$ cat config.mk
export PLATFORM = sky130hd
export DESIGN_NAME = serial_readout_sequencer
export DESIGN_NICKNAME = d
export VERILOG_FILES = /design/src/rtl/serial_readout_sequencer_pkg.sv /design/src/rtl/serial_readout_sequencer_enc.sv /design/src/rtl/serial_readout_sequencer.sv
export SDC_FILE = /design/constraint.sdc
export NUM_CORES = 1
export LEC_CHECK = 0
export CORE_UTILIZATION = 58
export CTS_CLUSTER_SIZE = 14
export DETAILED_ROUTE_END_ITERATION = 6
export GPL_ROUTABILITY_DRIVEN = 0
export PLACE_DENSITY = 0.91
export SETUP_SLACK_MARGIN = 0.3
export SLEW_MARGIN = 40
export SYNTH_ARGS = -nofsm -noshare
export SYNTH_HDL_FRONTEND = slang
export SYNTH_HIERARCHICAL = 1
export SYNTH_SLANG_ARGS = --single-unit
export TNS_END_PERCENT = 20
$ cat constraint.sdc
create_clock -name sclk -period 7.83 [get_ports sclk]
set_clock_uncertainty 0.2 [all_clocks]
set_input_delay 1.566 -clock sclk [delete_from_list [all_inputs] [get_ports sclk]]
set_output_delay 1.566 -clock sclk [all_outputs]
set_load 0.03 [all_outputs]
$ cat src/rtl/serial_readout_sequencer_pkg.sv
// Shared readout definitions: FSM state encoding and default channel-array geometry.
package psec5_readout_pkg;

  localparam int DEF_NUM_CH    = 8;
  localparam int DEF_WORD_BITS = 50;

  typedef enum logic [2:0] {
    S_IDLE,
    S_HEADER,
    S_SHIFT,
    S_GAP,
    S_DONE
  } state_t;

endpackage

$ cat src/rtl/serial_readout_sequencer_enc.sv
// Lowest-set-bit priority encoder; valid is low when no bit is set.
module lowest_set_bit_enc #(
  parameter int NUM_CH = 8,
  parameter int IDX_W  = $clog2(NUM_CH)
) (
  input  logic [NUM_CH-1:0] vec,
  output logic [IDX_W-1:0]  idx,
  output logic              valid
);

  always_comb begin
    idx   = '0;
    valid = 1'b0;
    for (int unsigned i = 0; i < NUM_CH; i++) begin
      if (vec[i] && !valid) begin
        idx   = IDX_W'(i);
        valid = 1'b1;
      end
    end
  end

endmodule

$ cat src/rtl/serial_readout_sequencer.sv
// Sequences per-channel serial readout onto one line: index header, word shift, idle gap,
// in ascending channel order over a mask captured at start.
module serial_readout_sequencer
  import psec5_readout_pkg::*;
#(
  parameter  int NUM_CH     = DEF_NUM_CH,
  parameter  int WORD_BITS  = DEF_WORD_BITS,
  parameter  int GAP_CYCLES = 1,
  localparam int CH_IDX_W   = $clog2(NUM_CH)
) (
  input  logic                sclk,
  input  logic                rstn,
  input  logic                readout_req,
  input  logic                abort,
  input  logic [NUM_CH-1:0]   ch_mask,
  input  logic [NUM_CH-1:0]   raw_serial_out,
  input  logic                wr_serial_out,
  output logic [NUM_CH-1:0]   load_cnt_ser,
  output logic                serial_out,
  output logic                busy,
  output logic                done,
  output logic [CH_IDX_W-1:0] cur_ch
);

  localparam int BIT_W = $clog2(WORD_BITS + 1);
  localparam int GAP_W = (GAP_CYCLES < 2) ? 1 : $clog2(GAP_CYCLES);
  localparam logic [BIT_W-1:0] LAST_BIT = BIT_W'(WORD_BITS - 1);
  localparam logic [BIT_W-1:0] LAST_HDR = BIT_W'(CH_IDX_W - 1);
  localparam logic [GAP_W-1:0] LAST_GAP = GAP_W'(GAP_CYCLES - 1);

  state_t              state;
  logic [NUM_CH-1:0]   mask_q;
  logic [NUM_CH-1:0]   remainder;
  logic [NUM_CH-1:0]   enc_in;
  logic [CH_IDX_W-1:0] enc_idx;
  logic                enc_valid;
  logic [BIT_W-1:0]    bit_cnt;
  logic [GAP_W-1:0]    gap_cnt;
  logic [CH_IDX_W-1:0] hdr_sr;

  assign remainder = mask_q & ~(NUM_CH'(1) << cur_ch);

  // One encoder serves all three decision points: start, end of word, end of gap.
  always_comb begin
    case (state)
      S_IDLE:  enc_in = ch_mask;
      S_SHIFT: enc_in = remainder;
      default: enc_in = mask_q;
    endcase
  end

  lowest_set_bit_enc #(
    .NUM_CH (NUM_CH),
    .IDX_W  (CH_IDX_W)
  ) u_enc (
    .vec   (enc_in),
    .idx   (enc_idx),
    .valid (enc_valid)
  );

  always_comb begin
    case (state)
      S_IDLE:   serial_out = wr_serial_out;
      S_HEADER: serial_out = hdr_sr[CH_IDX_W-1];
      S_SHIFT:  serial_out = raw_serial_out[cur_ch];
      default:  serial_out = 1'b0;
    endcase
  end

  always_ff @(posedge sclk or negedge rstn) begin
    if (!rstn) begin
      state        <= S_IDLE;
      mask_q       <= '0;
      bit_cnt      <= '0;
      gap_cnt      <= '0;
      hdr_sr       <= '0;
      cur_ch       <= '0;
      load_cnt_ser <= '0;
      busy         <= 1'b0;
      done         <= 1'b0;
    end else begin
      done <= 1'b0;
      if (state != S_IDLE && abort) begin
        state        <= S_IDLE;
        mask_q       <= '0;
        bit_cnt      <= '0;
        gap_cnt      <= '0;
        cur_ch       <= '0;
        load_cnt_ser <= '0;
        busy         <= 1'b0;
      end else begin
        case (state)
          S_IDLE: begin
            if (readout_req) begin
              mask_q  <= ch_mask;
              bit_cnt <= '0;
              busy    <= 1'b1;
              if (enc_valid) begin
                state  <= S_HEADER;
                cur_ch <= enc_idx;
                hdr_sr <= enc_idx;
              end else begin
                state <= S_DONE;
                done  <= 1'b1;
              end
            end
          end
          S_HEADER: begin
            hdr_sr <= hdr_sr << 1;
            if (bit_cnt == LAST_HDR) begin
              state        <= S_SHIFT;
              bit_cnt      <= '0;
              load_cnt_ser <= NUM_CH'(1) << cur_ch;
            end else begin
              bit_cnt <= bit_cnt + 1'b1;
            end
          end
          S_SHIFT: begin
            if (bit_cnt == LAST_BIT) begin
              bit_cnt      <= '0;
              load_cnt_ser <= '0;
              mask_q       <= remainder;
              if (!enc_valid) begin
                state  <= S_DONE;
                done   <= 1'b1;
                cur_ch <= '0;
              end else if (GAP_CYCLES == 0) begin
                state  <= S_HEADER;
                cur_ch <= enc_idx;
                hdr_sr <= enc_idx;
              end else begin
                state   <= S_GAP;
                gap_cnt <= '0;
                cur_ch  <= '0;
              end
            end else begin
              bit_cnt <= bit_cnt + 1'b1;
            end
          end
          S_GAP: begin
            if (gap_cnt == LAST_GAP) begin
              state  <= S_HEADER;
              cur_ch <= enc_idx;
              hdr_sr <= enc_idx;
            end else begin
              gap_cnt <= gap_cnt + 1'b1;
            end
          end
          S_DONE: begin
            state <= S_IDLE;
            busy  <= 1'b0;
          end
          default: state <= S_IDLE;
        endcase
      end
    end
  end

endmodule
# == After elaboration in Yosys (flattened, before gate mapping) ==
# Cells that the tools add are included.
# classes
addsub,2
n_mul,0
div,0
magnitude_cmp,1
n_eq_ne,15
n_shift,1
muxes,60
bitwise,3
reduce_logical,32
# op_table
operator,n
$mux W3,16
$mux W8,6
$pmux W8 S2,3
$mux W6,4
$mux W1,20
$ne A3 B3 Y1 const B,6
$pmux W3 S3,2
$pmux W6 S3,1
$reduce_bool A3 Y1,6
$pmux W3 S4,1
$reduce_and A5 Y1,2
$reduce_and A3 Y1,3
$and A8 B8 Y8,1
$logic_and A1 B1 Y1,8
$not A8 Y8,1
$reduce_bool A4 Y1,2
$shl A1 B3 Y8 const A,1
$logic_not A1 Y1,7
$add A6 B1 Y6 const B,1
$eq A3 B2 Y1 const B,2
$eq A6 B2 Y1 const B,1
$eq A6 B6 Y1 const B,1
$ne A2 B2 Y1 const B,3
$pmux W1 S2,3
other kinds (11),13
# totals
register_bits,34
latch_bits,0
ram_bits,0
rom_bits,0
in_bits,21
out_inout_bits,14
elab_cells,123
n_memories,0

# == Longest topological paths before layout ==
# Gate-level depths: netlist of the first run.
# logic_depth
word_depth,30
ltp_mapped,12
mapped_depth_nobuf,10

# == Modules after synthesis ==
# Netlist of the first run, hierarchy kept.
# by_module_without_submodules
module,instances,cells_per_inst,area_each_um2,seq_area_each_um2
serial_readout_sequencer,1,234,2150.8,825.8
lowest_set_bit_enc,1,14,82.6,0.0

# == Worst setup path after synthesis of the first run ==
# No wires, ideal clock.
# synth_timing
path_kind,input to output
from,input port raw_serial_out[3]
to,output port serial_out
arrival_ps,2448
required_ps,6064
setup_slack_ps,3616
stages,4
n_path_buf,0
path_cell_list,mux4_2 -> nand2_1 -> a31oi_1 -> a22o_1
# synth_between
elab_chain_cells,3
# synth_rtl
element,line,text
start: declaration,serial_readout_sequencer.sv:16,"input logic [NUM_CH-1:0] raw_serial_out,"
$bmux W1 S3,serial_readout_sequencer.sv:65,S_SHIFT: serial_out = raw_serial_out[cur_ch];
$mux W1 (not written as such),serial_readout_sequencer.sv:65,
$pmux W1 S3,serial_readout_sequencer.sv:62,case (state)
end: declaration,serial_readout_sequencer.sv:19,"output logic serial_out,"
# Every way passes these cells. The select of a mux whose other input is x is not followed.

# == Final worst setup path of the first run ==
# layout_timing
from,input port raw_serial_out[2]
to,output port serial_out
# Same word-level chain as after synthesis.

==> results.sh, run 1 <==
export IMPL_r2r_end="hdr_sr[0]"
export IMPL_dieWidth_um=64.1
export IMPL_grt_pass1_wl_um=8790
export IMPL_end_kind="output pin"
export IMPL_ff2ff_setup_slack_ps=4360
export IMPL_drt_initial_drc_count=152
export IMPL_track_usage_pct=28.1
export IMPL_start_util_pct=60.5
export IMPL_synth_area_sq_um=2230
export IMPL_r2r_cells=7
export IMPL_final_max_slew_viol_count=0
export IMPL_whs_endpoint="load_cnt_ser[7]"
export IMPL_numCtsBuffers=5
export IMPL_drive_gt1_share_pct=11.2
export IMPL_synthCells=248
export IMPL_worstSetupPathType="primary input to output pin"
export IMPL_crit_path_max_incr_delay_ps=580
export IMPL_clock_path_buffers=2
export IMPL_overflow=0
export IMPL_dp_final_hpwl_um=3570
export IMPL_final_nets=301
export IMPL_vias_per_cell=6.11
export IMPL_synth_fp_nets=272
export IMPL_grt_pass1_vias=1834
export IMPL_finalCritPeriodShare_pct=66.9
export IMPL_start_kind="primary input"
export IMPL_cp_common_cell="clkdlybuf4s50_1"
export IMPL_ant_nets=0
export IMPL_die_area_sq_um=4100
export IMPL_grt_setup_unrepaired="no"
export IMPL_die_h_um=64.1
export IMPL_port_buffers=34
export IMPL_worstHoldStart="load_cnt_ser[7]"
export IMPL_cts_sinks=33
export IMPL_area_delta_synth_final_pct=19.3
export IMPL_power_density_nw_per_um2=364
export IMPL_setup_violations=0
export IMPL_root_buffer="clkbuf_8"
export IMPL_placed_area_sq_um=2560
export IMPL_crit_path_cell_trace="clkdlybuf4s50_1, mux4_2, nand2_1, a31oi_1, a22o_1, clkdlybuf4s50_1"
export IMPL_clkTransAtPathRegs_ps=70
export IMPL_fin_setup_tns_ps=0
export IMPL_avgSynthCellArea_sq_um=9.01
export IMPL_drc=0
export IMPL_max_slew_margin_pct=44.7
export IMPL_insertion_delay_ps=290
export IMPL_stdcell_area_sq_um=2670
export IMPL_grt_max_degree=34
export IMPL_synthArstFlopShare_pct=100
export IMPL_synth_edf_count=0
export IMPL_grt_antenna_before_repair=0
export IMPL_cts_resized=0
export IMPL_peakVddDrop_mv=0.229
export IMPL_diodes=0
export IMPL_cp_max_fo=1
export IMPL_post_cts_buffers=0
export IMPL_tightestPinTransition_ps=830
export IMPL_fmax_mhz=191
export IMPL_htree_levels=2
export IMPL_status="complete, no violations"
export IMPL_leakage_nw=1.07
export IMPL_rows=22
export IMPL_num_vias=1991
export IMPL_dr_pass1_iters=7
export IMPL_fin_crit_ps=5240
export IMPL_rr_startpoint="state[1]"
export IMPL_holdBufCountCts=0
export IMPL_synthFlopType="dfrtp_1"
export IMPL_yosys_warnings=6
export IMPL_cts_tree="yes"
export IMPL_cp_required_ps=6060
export IMPL_synth_seq_cells=33
export IMPL_synth_cell_types=52
export IMPL_crit_arrival_ps=3470
export IMPL_hold_viol=0
export IMPL_ios=35
export IMPL_avgRoutedWirePerCell_um=16.0
export IMPL_cp_slowest_cell="clkdlybuf4s50_1"
export IMPL_seq_area_frac_synth_pct=37.0
export IMPL_hold_path_depth=2
export IMPL_drv_cap=0
export IMPL_core_sq_um=3690
export IMPL_hp_class="flip-flop to flip-flop"
export IMPL_totalWireLength_um=5210
worst max-delay path by stage:
stage	start	end	cells past startpoint
2_1_floorplan	raw_serial_out[3]	serial_out	4
4_1_cts	raw_serial_out[2]	serial_out	6
6_report	raw_serial_out[2]	serial_out	6
3_3_place_gp	raw_serial_out[2]	serial_out	6
5_1_grt	raw_serial_out[2]	serial_out	6
3_5_place_dp	raw_serial_out[2]	serial_out	6
synthesized netlist by cell type, types with 4 or more instances:
| master | instances | area share, % |
|---|---|---|
| a21oi_1 | 26 | 5.8 |
| a221oi_1 | 8 | 3.1 |
| a22o_1 | 9 | 3.5 |
| buf_2 | 8 | 1.8 |
| dfrtp_1 | 33 | 37 |
| inv_1 | 8 | 1.3 |
| mux2i_1 | 13 | 5.8 |
| nand2_1 | 39 | 6.6 |
| nand3_1 | 8 | 1.8 |
| nor2_1 | 16 | 2.7 |
| nor2b_1 | 5 | 1.4 |
| o211ai_1 | 4 | 1.3 |
| o21ai_1 | 4 | 0.90 |
| or2b_1 | 5 | 1.7 |
per-stage QoR:
stage	hold WS (ps)	std cells	setup WS, ps	total power, mW	util, %
2_1_floorplan	292	248	3620	0.701	-
3_3_place_gp	313	318	2610	0.802	69.5
3_5_place_dp	314	318	2590	0.817	69.5
4_1_cts	334	326	2580	0.969	72.3
5_1_grt	347	326	2500	1.04	72.3
6_report	331	326	2590	0.969	72.3
cell type report:
type | instances | area (sq um)
Multi-Input combinational cell | 194 | 1300
Tap cell | 48 | 60.1
Clock inverter | 1 | 5.00
Fill cell | 286 | 1020
Inverter | 8 | 30.0
Timing Repair Buffer | 35 | 348
Sequential cell | 33 | 826
Clock buffer | 7 | 96.3
layout by cell type, fill, tap and decap left out, drive strengths merged, types with 3 or more instances in the layout:
cell type	count
or2b	5
nor4	3
nand3	8
a21oi	27
mux2i	13
a22o	9
nor2	18
o21ai	7
a211oi	4
or3b	3
nand3b	3
nor2b	5
clkdlybuf4s50	34
nand2b	3
a31o	3
dfrtp	33
inv	8
nand2	39
o211ai	4
or3	3
clkbuf	7
a221oi	8
or2	3
ha	3
per-layer routing:
layer,global-route usage (%),wire length (um),vias up
met4,12.2,129,0
met2,44.4,2550,62
met3,7.68,294,13
met5,0,0,-
met1,35.9,2240,949
li1,-,-,967
kinds of logic after synthesis:
group                    count (synthesis)  share of synthesized area (%)
AND/OR/NAND/NOR                        102                           25.0
AO/OA/AOI/OAI                           74                           23.6
multiplexers                            15                           7.84
flip-flops                              33                           37.0
buffers and inverters                   21                           4.82
adder cells (fa/ha/maj)                  3                           1.68
where the power goes:
group / internal [mW] / total, mW / switching (mW)
clock: 0.0794 / 0.144 / 0.0649
sequential: 0.219 / 0.295 / 0.0765
combinational: 0.231 / 0.529 / 0.298
sequential cells by signal (all words and copies together) (netlist names):
signal / cells
hdr_sr: 3
load_cnt_ser: 8
bit_cnt: 6
cur_ch: 3
busy: 1
mask_q: 8
state: 3
done: 1
worst max-delay path: cells and delay by family:
family	cells	cell delay, ps
buf+inv	2	1000
mux	1	470
compound gates	2	350
simple gates	1	80
Note: power is estimated with default switching activity, not from simulation.
==> inputs of run 2 (changes only) <==
CORE_UTILIZATION = 49   (was 58)
PLACE_DENSITY = 0.83   (was 0.91)
clock period = 4.78 ns   (was 7.83 ns; I/O delays follow)
==> run 2 against run 1 <==
Highest routed layer unchanged. Count of clock-buffer cells in the layout is the same. Final area increased by 0.75%. Final cell count up 1.2%. Register-to-register slack worse by 3000 ps. Critical path type unchanged. Worst hold slack lost 4.1 ps.
==> results.sh, run 2 (synthesized netlist as in run 1, its figures left out) <==
export IMPL_cts_sinks=33
export IMPL_core_sq_um=4350
export IMPL_insertion_delay_ps=290
export IMPL_start_util_pct=51.3
export IMPL_max_slew_margin_pct=47.0
export IMPL_fmax_mhz=248
export IMPL_setup_violations=0
export IMPL_grt_pass1_vias=1793
export IMPL_tightestPinTransition_ps=795
export IMPL_rows=24
export IMPL_drive_gt1_share_pct=10.8
export IMPL_diodes=0
export IMPL_finalCritPeriodShare_pct=84.3
export IMPL_grt_setup_unrepaired="no"
export IMPL_avgRoutedWirePerCell_um=15.3
export IMPL_holdBufCountCts=0
export IMPL_drt_initial_drc_count=172
export IMPL_hold_viol=0
export IMPL_met3_usage_pct=4.65
export IMPL_fillCellCount=348
export IMPL_cp_required_ps=3620
export IMPL_final_cell_mix="nand2_1 (39), clkdlybuf4s50_1 (34), dfrtp_1 (33), a21oi_1 (26), nor2_1 (16)"
export IMPL_crit_arrival_ps=2870
export IMPL_ios=35
export IMPL_post_cts_buffers=0
export IMPL_fin_crit_ps=4030
export IMPL_crit_path_max_incr_delay_ps=590
export IMPL_grt_pass1_wl_um=8330
export IMPL_busiest_layer="met2"
export IMPL_peakVddDrop_mv=0.315
export IMPL_power_density_nw_per_um2=600
export IMPL_start_kind="primary input"
export IMPL_place_ws_ps=762
export IMPL_root_buffer="clkbuf_8"
export IMPL_cts_resized=0
export IMPL_cp_slowest_cell="clkdlybuf4s50_1"
export IMPL_cp_top_family="buffers and inverters"
export IMPL_htree_levels=2
export IMPL_dp_final_hpwl_um=3560
export IMPL_dieWidth_um=69.5
export IMPL_cp_common_cell="clkdlybuf4s50_1"
export IMPL_use_met1_pct=29.2
export IMPL_die_h_um=69.5
export IMPL_fin_setup_tns_ps=0
export IMPL_numCtsBuffers=5
export IMPL_grtUsageMet2_pct=35.4
export IMPL_leakage_nw=1.07
export IMPL_finalPower_mw=1.61
export IMPL_final_nets=301
export IMPL_num_vias=1973
export IMPL_crit_path_cell_trace="clkdlybuf4s50_1, mux4_2, nand2_1, a31oi_1, a22o_1, clkdlybuf4s50_1"
export IMPL_track_usage_pct=21.9
export IMPL_drc=0
export IMPL_status="complete, no violations"
export IMPL_worstPathBufferInverterCount=2
export IMPL_setup_slack_ps=749
export IMPL_final_max_slew_viol_count=0
export IMPL_cts_tree="yes"
export IMPL_area_delta_synth_final_pct=20.2
export IMPL_dr_pass1_iters=4
export IMPL_largestRegisters="load_cnt_ser (8), mask_q (8), bit_cnt (6)"
export IMPL_ant_nets=0
export IMPL_cp_max_fo=1
export IMPL_port_buffers=34
export IMPL_drv_cap=0
export IMPL_grt_antenna_before_repair=0
export IMPL_hp_class="flip-flop to flip-flop"
export IMPL_clkTransAtPathRegs_ps=70
export IMPL_totalWireLength_um=5040
export IMPL_grt_max_degree=34
export IMPL_overflow=0
export IMPL_end_kind="output pin"
export IMPL_vias_per_cell=5.98
export IMPL_worstSetupPathType="primary input to output pin"
export IMPL_clock_path_buffers=2
export IMPL_die_area_sq_um=4830
export IMPL_layout_commonest_cell="nand2_1"
-- run 2: power breakdown --
part           internal (mW)  total, mW  switching [mW]
registers              0.358      0.479           0.121
clock network          0.170      0.275           0.106
logic                  0.378      0.857           0.479
total                  0.907       1.61           0.705
-- run 2: per-layer routing --
layer | share of wire [%] | wire length (um)
met1 | 46 | 2290
met2 | 49 | 2450
met3 | 4.4 | 223
met4 | 1.4 | 70
met5 | 0 | 0
-- run 2: area by class of cell --
type / instances / area, sq um / share of cell area (%)
inverters: 8 / 30.0 / 1.12
flip-flops and latches: 33 / 826 / 30.8
multi-input cells: 194 / 1300 / 48.4
repair buffers: 35 / 348 / 13.0
clock inverters: 1 / 30.0 / 1.12
well taps: 52 / 65.1 / 2.42
clock buffers: 7 / 86.3 / 3.22
-- run 2: path summary, 6_finish.rpt --
| path | slack, ps | endpoint | cells past startpoint | startpoint |
|---|---|---|---|---|
| hold reg to reg | 330 | load_cnt_ser[7] | 2 | load_cnt_ser[7] |
| setup / recovery | 750 | serial_out | 6 | raw_serial_out[0] |
| hold / removal | 330 | load_cnt_ser[7] | 2 | load_cnt_ser[7] |
| min in group asynchronous | 870 | bit_cnt[3] | 2 | rstn |
| setup reg to reg | 1320 | hdr_sr[0] | 7 | state[1] |
| max in group asynchronous | 3200 | mask_q[2] | 2 | rstn |
-- run 2: worst reg2reg max path, delay by kind of cell, from the launching register on --
kind / cells / cell delay (ps)
AOI/OAI and AO/OA: 3 / 1140
DFF: 1 / 860
and+or+nand+nor: 4 / 1160
-- run 2: per-stage QoR --
step | instance area [sq um] | utilization, % | hold slack, ps | instances
6_report | 2690 | 61.7 | 327 | 330
5_1_grt | 2690 | 61.7 | 349 | 330
4_1_cts | 2690 | 61.7 | 333 | 330
3_5_place_dp | 2570 | 59.0 | 318 | 322
3_3_place_gp | 2570 | 59.0 | 316 | 322
2_1_floorplan | 2230 | - | 292 | 248
